===== config.mk =====
export PLATFORM = sky130hd
export DESIGN_NAME = adam_axil_apb_bridge_mc
export DESIGN_NICKNAME = d
export VERILOG_FILES = /design/src/rtl/adam_axil_apb_bridge_mc.sv
export SDC_FILE = /design/constraint.sdc
export NUM_CORES = 1
export LEC_CHECK = 0
export BUFFER_PORTS_ARGS = -buffer_cell sky130_fd_sc_hd__buf_2
export CORE_AREA = 2 2 199 201
export DETAILED_ROUTE_END_ITERATION = 8
export DIE_AREA = 0 0 201 203
export MAX_ROUTING_LAYER = met4
export PLACE_DENSITY_LB_ADDON = 0.15
export SYNTH_ARGS = -nofsm -noshare
export SYNTH_HDL_FRONTEND = slang
export SYNTH_SLANG_ARGS = --single-unit

===== constraint.sdc =====
create_clock -name clk -period 2.6 [get_ports clk]
set_input_delay 0.13 -clock clk [delete_from_list [all_inputs] [get_ports clk]]
set_output_delay 0.13 -clock clk [all_outputs]
set_load 0.005 [all_outputs]

===== src/rtl/adam_axil_apb_bridge_mc.sv =====
// rtl/adam_axil_apb_bridge_mc.sv - AXI-Lite slave to multi-port APB master bridge
// One transaction at a time, region decode, pready watchdog, fair R/W arbitration, pause handshake.
module adam_axil_apb_bridge_mc #(
  parameter int ADDR_WIDTH = 32,
  parameter int DATA_WIDTH = 32,
  parameter int NO_MSTS    = 8,
  parameter int INC        = 1024,
  parameter int TIMEOUT    = 256,
  localparam int STRB_WIDTH = DATA_WIDTH / 8
) (
  input  logic                          clk,
  input  logic                          rst,
  input  logic                          pause_req,
  output logic                          pause_ack,
  input  logic [ADDR_WIDTH-1:0]         aw_addr,
  input  logic [2:0]                    aw_prot,
  input  logic                          aw_valid,
  output logic                          aw_ready,
  input  logic [DATA_WIDTH-1:0]         w_data,
  input  logic [STRB_WIDTH-1:0]         w_strb,
  input  logic                          w_valid,
  output logic                          w_ready,
  output logic [1:0]                    b_resp,
  output logic                          b_valid,
  input  logic                          b_ready,
  input  logic [ADDR_WIDTH-1:0]         ar_addr,
  input  logic [2:0]                    ar_prot,
  input  logic                          ar_valid,
  output logic                          ar_ready,
  output logic [DATA_WIDTH-1:0]         r_data,
  output logic [1:0]                    r_resp,
  output logic                          r_valid,
  input  logic                          r_ready,
  output logic [ADDR_WIDTH-1:0]         paddr,
  output logic [2:0]                    pprot,
  output logic                          pwrite,
  output logic [DATA_WIDTH-1:0]         pwdata,
  output logic [STRB_WIDTH-1:0]         pstrb,
  output logic [NO_MSTS-1:0]            psel,
  output logic                          penable,
  input  logic [NO_MSTS*DATA_WIDTH-1:0] prdata,
  input  logic [NO_MSTS-1:0]            pready,
  input  logic [NO_MSTS-1:0]            pslverr
);

  localparam int OFFW = $clog2(INC);
  localparam int IDXW = ADDR_WIDTH - OFFW;
  localparam int IW   = (NO_MSTS > 1) ? $clog2(NO_MSTS) : 1;
  localparam int CW   = (TIMEOUT > 1) ? $clog2(TIMEOUT) : 1;
  localparam logic [1:0] OKAY = 2'b00, SLVERR = 2'b10, DECERR = 2'b11;

  typedef enum logic [2:0] {IDLE, SETUP, ACCESS, RESP, PAUSED} state_t;
  state_t state, state_nxt;

  logic                  prio_w, is_write;
  logic [IW-1:0]         sel_idx;
  logic [CW-1:0]         wd_cnt;
  logic [1:0]            resp_q;
  logic [DATA_WIDTH-1:0] rdata_q;
  logic                  cand_w, cand_r, idle_go, grant_w, grant_r, grant, g_mapped;
  logic [ADDR_WIDTH-1:0] g_addr;
  logic [2:0]            g_prot;
  logic [IDXW-1:0]       g_idx;
  logic                  sel_ready, sel_err, wd_expire, resp_hs;
  logic [DATA_WIDTH-1:0] sel_prdata;

  always_comb begin
    cand_w   = aw_valid && w_valid;
    cand_r   = ar_valid;
    idle_go  = !rst && (state == IDLE) && !pause_req;
    grant_w  = idle_go && cand_w && (!cand_r || prio_w);
    grant_r  = idle_go && cand_r && (!cand_w || !prio_w);
    grant    = grant_w || grant_r;
    g_addr   = grant_w ? aw_addr : ar_addr;
    g_prot   = grant_w ? aw_prot : ar_prot;
    g_idx    = g_addr[ADDR_WIDTH-1:OFFW];
    g_mapped = ADDR_WIDTH'(g_idx) < ADDR_WIDTH'(NO_MSTS);
  end

  always_comb begin
    sel_prdata = prdata[int'(sel_idx)*DATA_WIDTH +: DATA_WIDTH];
    sel_ready  = pready[sel_idx];
    sel_err    = pslverr[sel_idx];
    // Expires on the TIMEOUT-th ACCESS cycle that still lacks pready.
    wd_expire  = (TIMEOUT != 0) && !sel_ready && (wd_cnt == CW'(TIMEOUT - 1));
    resp_hs    = is_write ? b_ready : r_ready;
  end

  always_comb begin
    aw_ready  = grant_w;
    w_ready   = grant_w;
    ar_ready  = grant_r;
    b_valid   = (state == RESP) && is_write;
    r_valid   = (state == RESP) && !is_write;
    b_resp    = resp_q;
    r_resp    = resp_q;
    r_data    = rdata_q;
    pause_ack = (state == PAUSED);
    penable   = (state == ACCESS);
    psel      = '0;
    if (state == SETUP || state == ACCESS) psel[sel_idx] = 1'b1;
  end

  always_comb begin
    state_nxt = state;
    case (state)
      IDLE:    if (pause_req) state_nxt = PAUSED;
               else if (grant) state_nxt = g_mapped ? SETUP : RESP;
      SETUP:   state_nxt = ACCESS;
      ACCESS:  if (sel_ready || wd_expire) state_nxt = RESP;
      RESP:    if (resp_hs) state_nxt = pause_req ? PAUSED : IDLE;
      PAUSED:  if (!pause_req) state_nxt = IDLE;
      default: state_nxt = IDLE;
    endcase
  end

  always_ff @(posedge clk) begin
    if (rst) begin
      state    <= IDLE;
      prio_w   <= 1'b1;
      is_write <= 1'b0;
      sel_idx  <= '0;
      wd_cnt   <= '0;
      resp_q   <= OKAY;
      rdata_q  <= '0;
      paddr    <= '0;
      pprot    <= '0;
      pwrite   <= 1'b0;
      pwdata   <= '0;
      pstrb    <= '0;
    end else begin
      state <= state_nxt;
      if (grant) begin
        is_write <= grant_w;
        sel_idx  <= g_idx[IW-1:0];
        paddr    <= ADDR_WIDTH'(g_addr[OFFW-1:0]);
        pprot    <= g_prot;
        pwrite   <= grant_w;
        pwdata   <= grant_w ? w_data : '0;
        pstrb    <= grant_w ? w_strb : '0;
        rdata_q  <= '0;
        resp_q   <= g_mapped ? OKAY : DECERR;
        wd_cnt   <= '0;
        // Only contention flips the priority; a lone requester does not.
        if (cand_w && cand_r) prio_w <= !prio_w;
      end
      if (state == ACCESS) begin
        if (sel_ready) begin
          rdata_q <= sel_prdata;
          resp_q  <= sel_err ? SLVERR : OKAY;
        end else if (wd_expire) begin
          resp_q  <= SLVERR;
        end else begin
          wd_cnt  <= wd_cnt + 1'b1;
        end
      end
    end
  end

endmodule


Word level (Yosys, flattened, before mapping)

Index checks and enable logic that the tools add are counted.

Register bits after elaboration: 99
Input port bits: 386
Output and inout port bits: 123
Logic and storage cells: 85

Muxes and demuxes: 33
Order comparisons: 3
Equality and inequality tests: 9
Shifts and indexed selects: 1
Reductions and logical operators: 27
$add $sub $neg: 1

Operators by type and width:

| kind                | count |
|---|---|
| $shiftx 256x9->32   | 1 |
| $mux 32             | 5 |
| $mux 8              | 5 |
| $lt 22x4->1 const B | 1 |
| $mux 3              | 7 |
| $pmux 3 s5          | 1 |
| $mux 2              | 7 |
| $logic_and 1x1->1   | 12 |
| $add 8x1->8 const B | 1 |
| $eq 8x8->1 const B  | 1 |
| $logic_not 1->1     | 7 |
| $bmux 1 s3          | 2 |
| $eq 3x2->1 const B  | 2 |
| $logic_or 1x1->1    | 5 |
| $lt 3x4->1 const B  | 1 |
| $mux 1              | 4 |
| $mux 4              | 1 |
| $ne 2x2->1 const B  | 2 |
| $reduce_and 4->1    | 1 |
| $demux 1 s3         | 1 |
| $eq 3x1->1 const B  | 1 |
| $eq 3x3->1 const B  | 1 |
| $ge 3x1->1 const B  | 1 |
| $logic_not 3->1     | 1 |
| 3 further kinds     | 3 |

Logic depth before layout (Yosys ltp)

Gate-level depths: netlist of the first run.

Depth in word-level cells: 12
Mapped depth: 9
Gate-level depth less buffers: 7

Worst setup path before layout of the first run

Ideal clock, no wire load.

Kind: reg2reg
From: register sel_idx[0]
To: register rdata_q[26], in the netlist r_data[26]
Slack: 0.438 ns
Path buffers: 3
Data arrival time: 2.030 ns
Setup time: 0.132 ns
Period minus slack after synthesis: 2.162 ns
Cell stages (with the launch flop): 8
Data required time: 2.468 ns
Cell sequence: dfxtp_1 -> buf_2 -> buf_2 -> buf_2 -> mux4_2 -> mux2_2 -> nand2_1 -> a21oi_1

Word-level cells in the longest chain between the ends: 4
Elaborated cells between the ends (all ways): 5
Those cells by class: shift (1); mux (4)

RTL lines:

| what                                                      | RTL line | RTL |
|---|---|---|
| from (decl)                                               | 56       | `logic [IW-1:0] sel_idx;` |
| from (signal assigned)                                    | 135      | `sel_idx <= g_idx[IW-1:0];` |
| branches (longest 2 deep; another with $shiftx 256x9->32) | -        |  |
| $mux 32 (*)                                               | 148      | `if (sel_ready) begin` |
| $mux 32 (*)                                               | 147      | `if (state == ACCESS) begin` |
| to (signal assigned)                                      | 149      | `rdata_q <= sel_prdata;` |
| to (decl)                                                 | 59       | `logic [DATA_WIDTH-1:0] rdata_q;` |

Mark *: on every way between the ends. The select of a mux whose other input is x is not followed.
A chain may end at the register's enable or synchronous reset.

Worst setup path in the final report of the first run

From: register state[0]
To: register sel_idx[1]

Word-level cells in the longest chain between the ends: 6
Elaborated cells between the ends (all ways): 9
Those cells by class: mux (1); reduce/logical (8)

RTL lines:

| what                                                     | RTL line | RTL |
|---|---|---|
| from (decl)                                              | 53       | `state_t state, state_nxt;` |
| from (signal assigned)                                   | 132      | `state <= state_nxt;` |
| $logic_not 3->1 (*)                                      | 70       | `idle_go = !rst && (state == IDLE) && !pause_req;` |
| $logic_and 1x1->1 (*) (2 in a row)                       | 70       |  |
| $logic_and 1x1->1, on equally long branches (2 in a row) | 71, 72   |  |
| $mux 32 / $logic_or 1x1->1 (equally long branches)       | 74, 73   |  |

Mark *: on every way between the ends. The rest lies on a longest branch, timed or not.

==> run metrics, run 1 <==
outcome=completed; Peak Freq=0.4093 GHz; Vias=6792; pin count of the biggest net entering global routing=74; Antenna Nets Post-Route=0; sw frac=31.85%; RSZ-0062 raised after global routing=false; Worst R2R Setup Slack=0.16 ns; power consumption=4859 uW; Seq/Total Area, Yosys=31.59%; final hold vios=0; Initial Util=16.31%; Synth cell types=45; Worst Path Max Fanout=55; Post-Route WL=30540 um; RR Endpoint=sel_idx[1]; final setup fails=0; WP data arrival=2.65 ns; GPL Wtd Cong=0.7886; Total GRT Usage=14.81%; PD cells=504.3 mW/mm^2; CP Data Required Time=2.81 ns; Fill cells=4286; Min-Delay Startpoint=w_data[11]; R2R cell count=5; CTS Sinks=99; P&R area growth vs syn=53.56%; area fraction of the dominant cell type after synthesis=31.59%; final worst-path cycle share=93.96%; sw power=1547 uW; commonest non-fill, non-tap cell in the layout=buf_2; Slew @ Worst Pin=0.8948 ns; number of flops mapped to enable cells by yosys=0; worst hold path class=in -> reg; residual DRC count=0; Worst VDD drop=0.2902 mV; Core Region=0.03847 sq mm; WL per Instance=18.86 um; layout net count=1476; Final Critical Period=2.443 ns; die area=0.04080 sq mm; Clk pin slew, worst setup/hold paths=0.08 ns; Flop pwr share=35.2%; leading area contributor after synthesis=dfxtp_1; Die H=203 um; largest cells by area after synthesis=dfxtp_1, mux4_2, mux2_2, a22oi_1, nor2_1; clock latency at the later pin of the worst-skew pair=0.36 ns; vias in the first global route=6939; share of layout cells above drive strength 1=57.77%; port buffer count=486; critical path endpoint category=flip-flop; Final Max Tran Viols=0; root buffer cell=clkbuf_16; total CTS buffers=9; number of I/O pins=509; Max Buffers Root-to-Sink=2; Gate power share=33.8%; met3 wire length=1700 um; via/cell ratio=4.195; hpwl dp=24510 um; Synth Register Bits=99; DR WL met2=16050 um; H-tree Lvls=3; reg-to-reg startpoint=state[0]; Top Layer Used=met4; synthesized area=0.006275 sq mm; WL met1=12420 um; # rows=72; final setup TNS=0 ns; die width=201 um; worst hold endpoint=pwdata[11]; CTS tree=done; CP Launch Type=flip-flop; Async SR Flop Fraction=0%; grt ovf=0; power share of the clock group=31.0%; Max transition margin=40.21%; post-CTS setup buffers=0; commonest cells after routing, fill and taps aside=buf_2, dfxtp_1, nor2_1; DR iter-0 viols=327; Post-synth top flop=dfxtp_1; Pleak=0.004137 uW; Max-Cap Viols=0; Int Pwr=3312 uW; Pre-antenna DRT Iters=5; number of placed instances, taps included=1587; crit path kind=reg -> reg; first-pass GRT wire length=44260 um; hold path depth=3; Layout Skew=0.01135 ns; Avg Synthesized Cell Area=9.976 sq um; Cells after Synth=629; initial antenna violation count=7; Finished Layout Cells=1619; Layout Utilization=25.05%; synth warn=0
[flip-flops by register name (all words and copies together), names as in the netlist]
signal,count
is_write,1
pprot,3
prio_w,1
b_resp,2
state,3
paddr,10
pstrb,4
wd_cnt,8
pwdata,32
r_data,32
sel_idx,3
[cells in the mapped netlist, types with 4 or more instances]
library cell   n
a22oi_1       36
nor2_1        70
a211oi_1      19
mux2_2        32
buf_2         17
a21oi_1       40
mux2i_1       21
nand2_1       51
or3_1          4
nor3_1         5
nand3_1       46
nand2b_1       7
clkbuf_1      37
dfxtp_1       99
buf_4         26
nor4_1        10
mux4_2        66
[how the worst max path moves through the flow]
stage / startpoint / to / depth (start not counted)
2_1_floorplan: sel_idx[0] / r_data[26] / 7
3_3_place_gp: state[0] / sel_idx[1] / 5
3_5_place_dp: state[0] / sel_idx[1] / 5
4_1_cts: state[0] / sel_idx[1] / 5
5_1_grt: state[0] / sel_idx[1] / 5
6_report: state[0] / sel_idx[1] / 5
[critical path, cell delays in order, from the launching register on]
cell	delay, ns
dfxtp_1	0.37
or4_4	0.60
a2111oi_4	0.39
buf_12	0.34
mux2i_2	0.15
a211oi_2	0.40
[final cells by class]
| cell class | count | area, sq um | share of cell area (%) |
|---|---|---|---|
| antenna | 7 | 17.52 | 0.1818 |
| timing repair buffer | 512 | 2715 | 28.18 |
| tap | 518 | 648.1 | 6.726 |
| multi-input combinational | 465 | 3934 | 40.83 |
| clock inverter | 4 | 55.05 | 0.5714 |
| inverter | 2 | 7.507 | 0.07791 |
| clock buffer | 12 | 267.8 | 2.779 |
| sequential | 99 | 1991 | 20.66 |
[what timing repair did]
item	in CTS	in global routing
resized for setup	1	1
cloned	0	0
setup endpoints to repair	1	1
pin swaps	1	0
hold buffers	9	0
endpoints found under the hold margin	9	0
[cell families (layout without fill, tap and decap cells)]
group / after synthesis / after routing / synth area share [%]
simple gates: 209 / 209 / 15.23
mux: 119 / 119 / 32.78
compound gates: 110 / 110 / 12.18
flops: 99 / 99 / 31.59
buf+inv: 86 / 530 / 7.398
xor+xnor: 4 / 4 / 0.5584
fa+ha+maj: 1 / 1 / 0.1994
other cells: 1 / 29 / 0.05976
[power by group through the flow]
stage / sequential (uW) / clock (uW) / combinational [uW]
floorplan: 1730 / 0 / 963
global route: 1730 / 1630 / 1810
CTS: 1710 / 1580 / 1690
global placement: 1750 / 0 / 1670
detailed placement: 1750 / 0 / 1670
finish: 1710 / 1510 / 1640
[through the flow]
| stage | hold slack [ns] | instance area (sq um) | setup slack (ns) |
|---|---|---|---|
| 3_3_place_gp | 0.3758 | 9196 | -0.2209 |
| 4_1_cts | 0.0006046 | 9614 | 0.01017 |
| 2_1_floorplan | 0.2710 | 6354 | 0.4375 |
| 5_1_grt | 0.01952 | 9635 | 0.03100 |
| 6_report | 0.01654 | 9635 | 0.1569 |
| 3_5_place_dp | 0.3851 | 9196 | -0.2159 |
[per-layer routing]
| layer | up-vias | GRT usage [%] |
|---|---|---|
| met3 | 17 | 3.082 |
| met2 | 230 | 25.90 |
| li1 | 3256 | - |
| met4 | 0 | 3.228 |
| met1 | 3289 | 17.49 |
| met5 | - | - |
Power figures use the tool's default switching activity.
==> run 2: changes to the inputs <==
--- a/config.mk
+++ b/config.mk
@@ -5,12 +5,15 @@
 export SDC_FILE = /design/constraint.sdc
 export NUM_CORES = 1
 export LEC_CHECK = 0
+export ABC_AREA = 1
 export BUFFER_PORTS_ARGS = -buffer_cell sky130_fd_sc_hd__buf_2
-export CORE_AREA = 2 2 199 201
+export CORE_AREA = 2 2 200 202
 export DETAILED_ROUTE_END_ITERATION = 8
-export DIE_AREA = 0 0 201 203
+export DIE_AREA = 0 0 202 204
+export GPL_TIMING_DRIVEN = 0
 export MAX_ROUTING_LAYER = met4
 export PLACE_DENSITY_LB_ADDON = 0.15
+export SLEW_MARGIN = 0
 export SYNTH_ARGS = -nofsm -noshare
 export SYNTH_HDL_FRONTEND = slang
 export SYNTH_SLANG_ARGS = --single-unit
==> run 2 against run 1 <==
First-iteration DRC count up 58%; via count up 35%; highest routed layer unchanged; largest power group is now combinational logic; final area rose by 6.3%; combinational power increased by 62%; critical path type is now reg -> out; largest cell class unchanged; worst setup slack improved by 0.14 ns.
==> run metrics, run 2 <==
pre-CTS WS=0.3348 ns (+0.5507 ns); Cells after Synth=1067 (+70%); Initial Util=16.66% (+0.34 points); via/cell ratio=4.268 (+1.7%); commonest non-fill, non-tap cell in the layout=buf_2; crit path kind=reg -> out; commonest cells after routing, fill and taps aside=buf_2, nor2_1, nand2_1; Synth Register Bits=99 (unchanged); Final Max Tran Viols=0 (unchanged); total CTS buffers=9 (unchanged); DR iter-0 viols=517 (+58%); Seq/Total Area, Yosys=30.37% (-1.2 points); Finished Layout Cells=2145 (+32%); Pre-antenna DRT Iters=5 (unchanged); clock latency at the later pin of the worst-skew pair=0.37 ns (about the same); Avg Synthesized Cell Area=6.116 sq um (-39%); Worst VDD drop=0.2698 mV (-7.0%); post-cts sizing count=0 (-1); Pleak=0.004943 uW (+19%); Clk pin slew, worst setup/hold paths=0.09 ns (about the same); vias in the first global route=9186 (+32%); WL per Instance=18.48 um (-2.0%); residual DRC count=0 (unchanged); Post-Route WL=39630 um (+30%); Synth cell types=37 (-18%); share of layout cells above drive strength 1=37.45% (-20 points); post-CTS setup buffers=0 (unchanged); number of flops mapped to enable cells by yosys=0 (unchanged); Async SR Flop Fraction=0% (unchanged); Total GRT Usage=19.00% (+4.2 points); outcome=completed; Post-synth top flop=dfxtp_1; # hold bufs at CTS=21 (+12); Max Buffers Root-to-Sink=2 (unchanged); H-tree Lvls=3 (unchanged); Vias=9155 (+35%); Die H=204 um (+0.49%); number of placed instances, taps included=2098 (+32%); leading area contributor after synthesis=dfxtp_1; commonest cells in the synthesized netlist=nor2_1, nand2_1, o21ai_0; final worst-path cycle share=88.77% (-5.2 points); die area=0.04121 sq mm (+0.99%); WP data arrival=2.18 ns (-0.47 ns); PD cells=593.6 mW/mm^2 (+18%); Max transition margin=42.94% (+2.7 points); Final Critical Period=2.308 ns (-0.1351 ns); CP Data Required Time=2.47 ns (-0.34 ns); final setup TNS=0 ns (unchanged); final hold vios=0 (unchanged); hpwl dp=32500 um (+33%); initial antenna violation count=11 (+4); Placed Area=0.009689 sq mm (+5.4%); synth warn=0 (unchanged); layout net count=1992 (+35%); power consumption=6083 uW (+25%); port buffer count=485 (-0.21%); CP Launch Type=flip-flop; Core Region=0.03918 sq mm (+1.9%); grt ovf=0 (unchanged); Setup WS post-layout=0.2920 ns (+0.1351 ns); critical path endpoint category=output pin; Final Cell Area=0.01025 sq mm (+6.3%); pin count of the biggest net entering global routing=21 (-72%); die width=202 um (+0.50%); GPL Wtd Cong=0.9240 (+17%); Layout Skew=0.01462 ns (+0.003272 ns); CTS tree=done; area fraction of the dominant cell type after synthesis=30.37% (-1.2 points); first-pass GRT wire length=57020 um (+29%); P&R area growth vs syn=57.02%; RSZ-0062 raised after global routing=false; Antenna Nets Post-Route=0 (unchanged); # rows=73 (+1.4%); synthesized area=0.006526 sq mm (+4.0%); final setup fails=0 (unchanged); worst hold path class=in -> reg; Max-Cap Viols=0 (unchanged); root buffer cell=clkbuf_16; most common cell in the netlist=nor2_1; Slew @ Worst Pin=0.8559 ns (-0.03890 ns); Peak Freq=0.4333 GHz (+5.9%); Worst Path Max Fanout=10 (-82%); number of I/O pins=509 (unchanged); CTS Sinks=99 (unchanged); largest cells by area after synthesis=dfxtp_1, nor2_1, o21ai_0, nand2_1, a21oi_1
==> run 2: changes by cell type in the layout (fill, tap and decap cells not counted), sizes merged, moves of 36 or more <==
cell	previous run	this run
nor2	70	269
o21ai	2	187
nand2	51	195
mux4	66	0
buf	503	563
inv	3	48
a21oi	40	82
a22oi	36	0
==> run 2: critical path, cell delays in order (launching register included) <==
cell,delay [ns]
dfxtp_1,0.34
inv_2,0.06
buf_4,0.20
buf_2,0.26
clkbuf_1,0.46
nand2_1,0.22
nor2_1,0.13
buf_2,0.12
==> run 2: kinds of logic after synthesis <==
| family | synth area share [%] |
|---|---|
| flops | 30.37 |
| compound gates | 27.55 |
| other cells | 0.05746 |
| fa+ha+maj | 0.1917 |
| simple gates | 30.46 |
| buf+inv | 11.37 |
==> run 2: area by class of cell <==
class / instances / area [sq um]
flip-flops and latches: 99 / 1982
clock buffers: 9 / 225.2
diodes: 10 / 25.02
repair buffers: 506 / 2638
inverters: 43 / 161.4
plain buffers: 101 / 580.6
fillers: 4522 / 28940
clock inverters: 7 / 97.59
well taps: 525 / 656.9
multi-input cells: 845 / 3881
==> run 2: worst paths after layout <==
path	startpoint	to	slack, ns	cells after the start
max	sel_idx[0]	psel[4]	0.29	7
min	w_strb[3]	pstrb[3]	0.02	3
max reg2reg	sel_idx[0]	b_resp[1]	0.32	8
min reg2reg	pwdata[9]	pwdata[9]	0.46	2
==> run 2: per-layer routing <==
| layer | routed length [um] | share of wire, % | GRT usage, % | vias up |
|---|---|---|---|---|
| met2 | 20280 | 51 | 34.40 | 352 |
| li1 | - | - | - | 4597 |
| met4 | 835 | 2.1 | 5.278 | 0 |
| met1 | 15960 | 40 | 21.21 | 4161 |
| met3 | 2557 | 6.5 | 3.699 | 45 |
| met5 | 0 | 0 | - | - |
==> run 2: per-stage QoR <==
stage | utilization [%] | hold slack (ns)
2_1_floorplan | - | 0.2783
3_3_place_gp | 24.73 | 0.3855
3_5_place_dp | 24.73 | 0.3909
4_1_cts | 26.09 | 0.001334
5_1_grt | 26.13 | 0.01493
6_report | 26.15 | 0.01884
==> run 2: report_power, final <==
| group | total, uW | internal [uW] | leakage, uW | switching, uW |
|---|---|---|---|---|
| registers | 1880 | 1720 | 0.000803 | 154 |
| logic | 2650 | 993 | 0.00398 | 1660 |
| clock network | 1550 | 786 | 0.000159 | 765 |
| total | 6080 | 3500 | 0.00494 | 2580 |
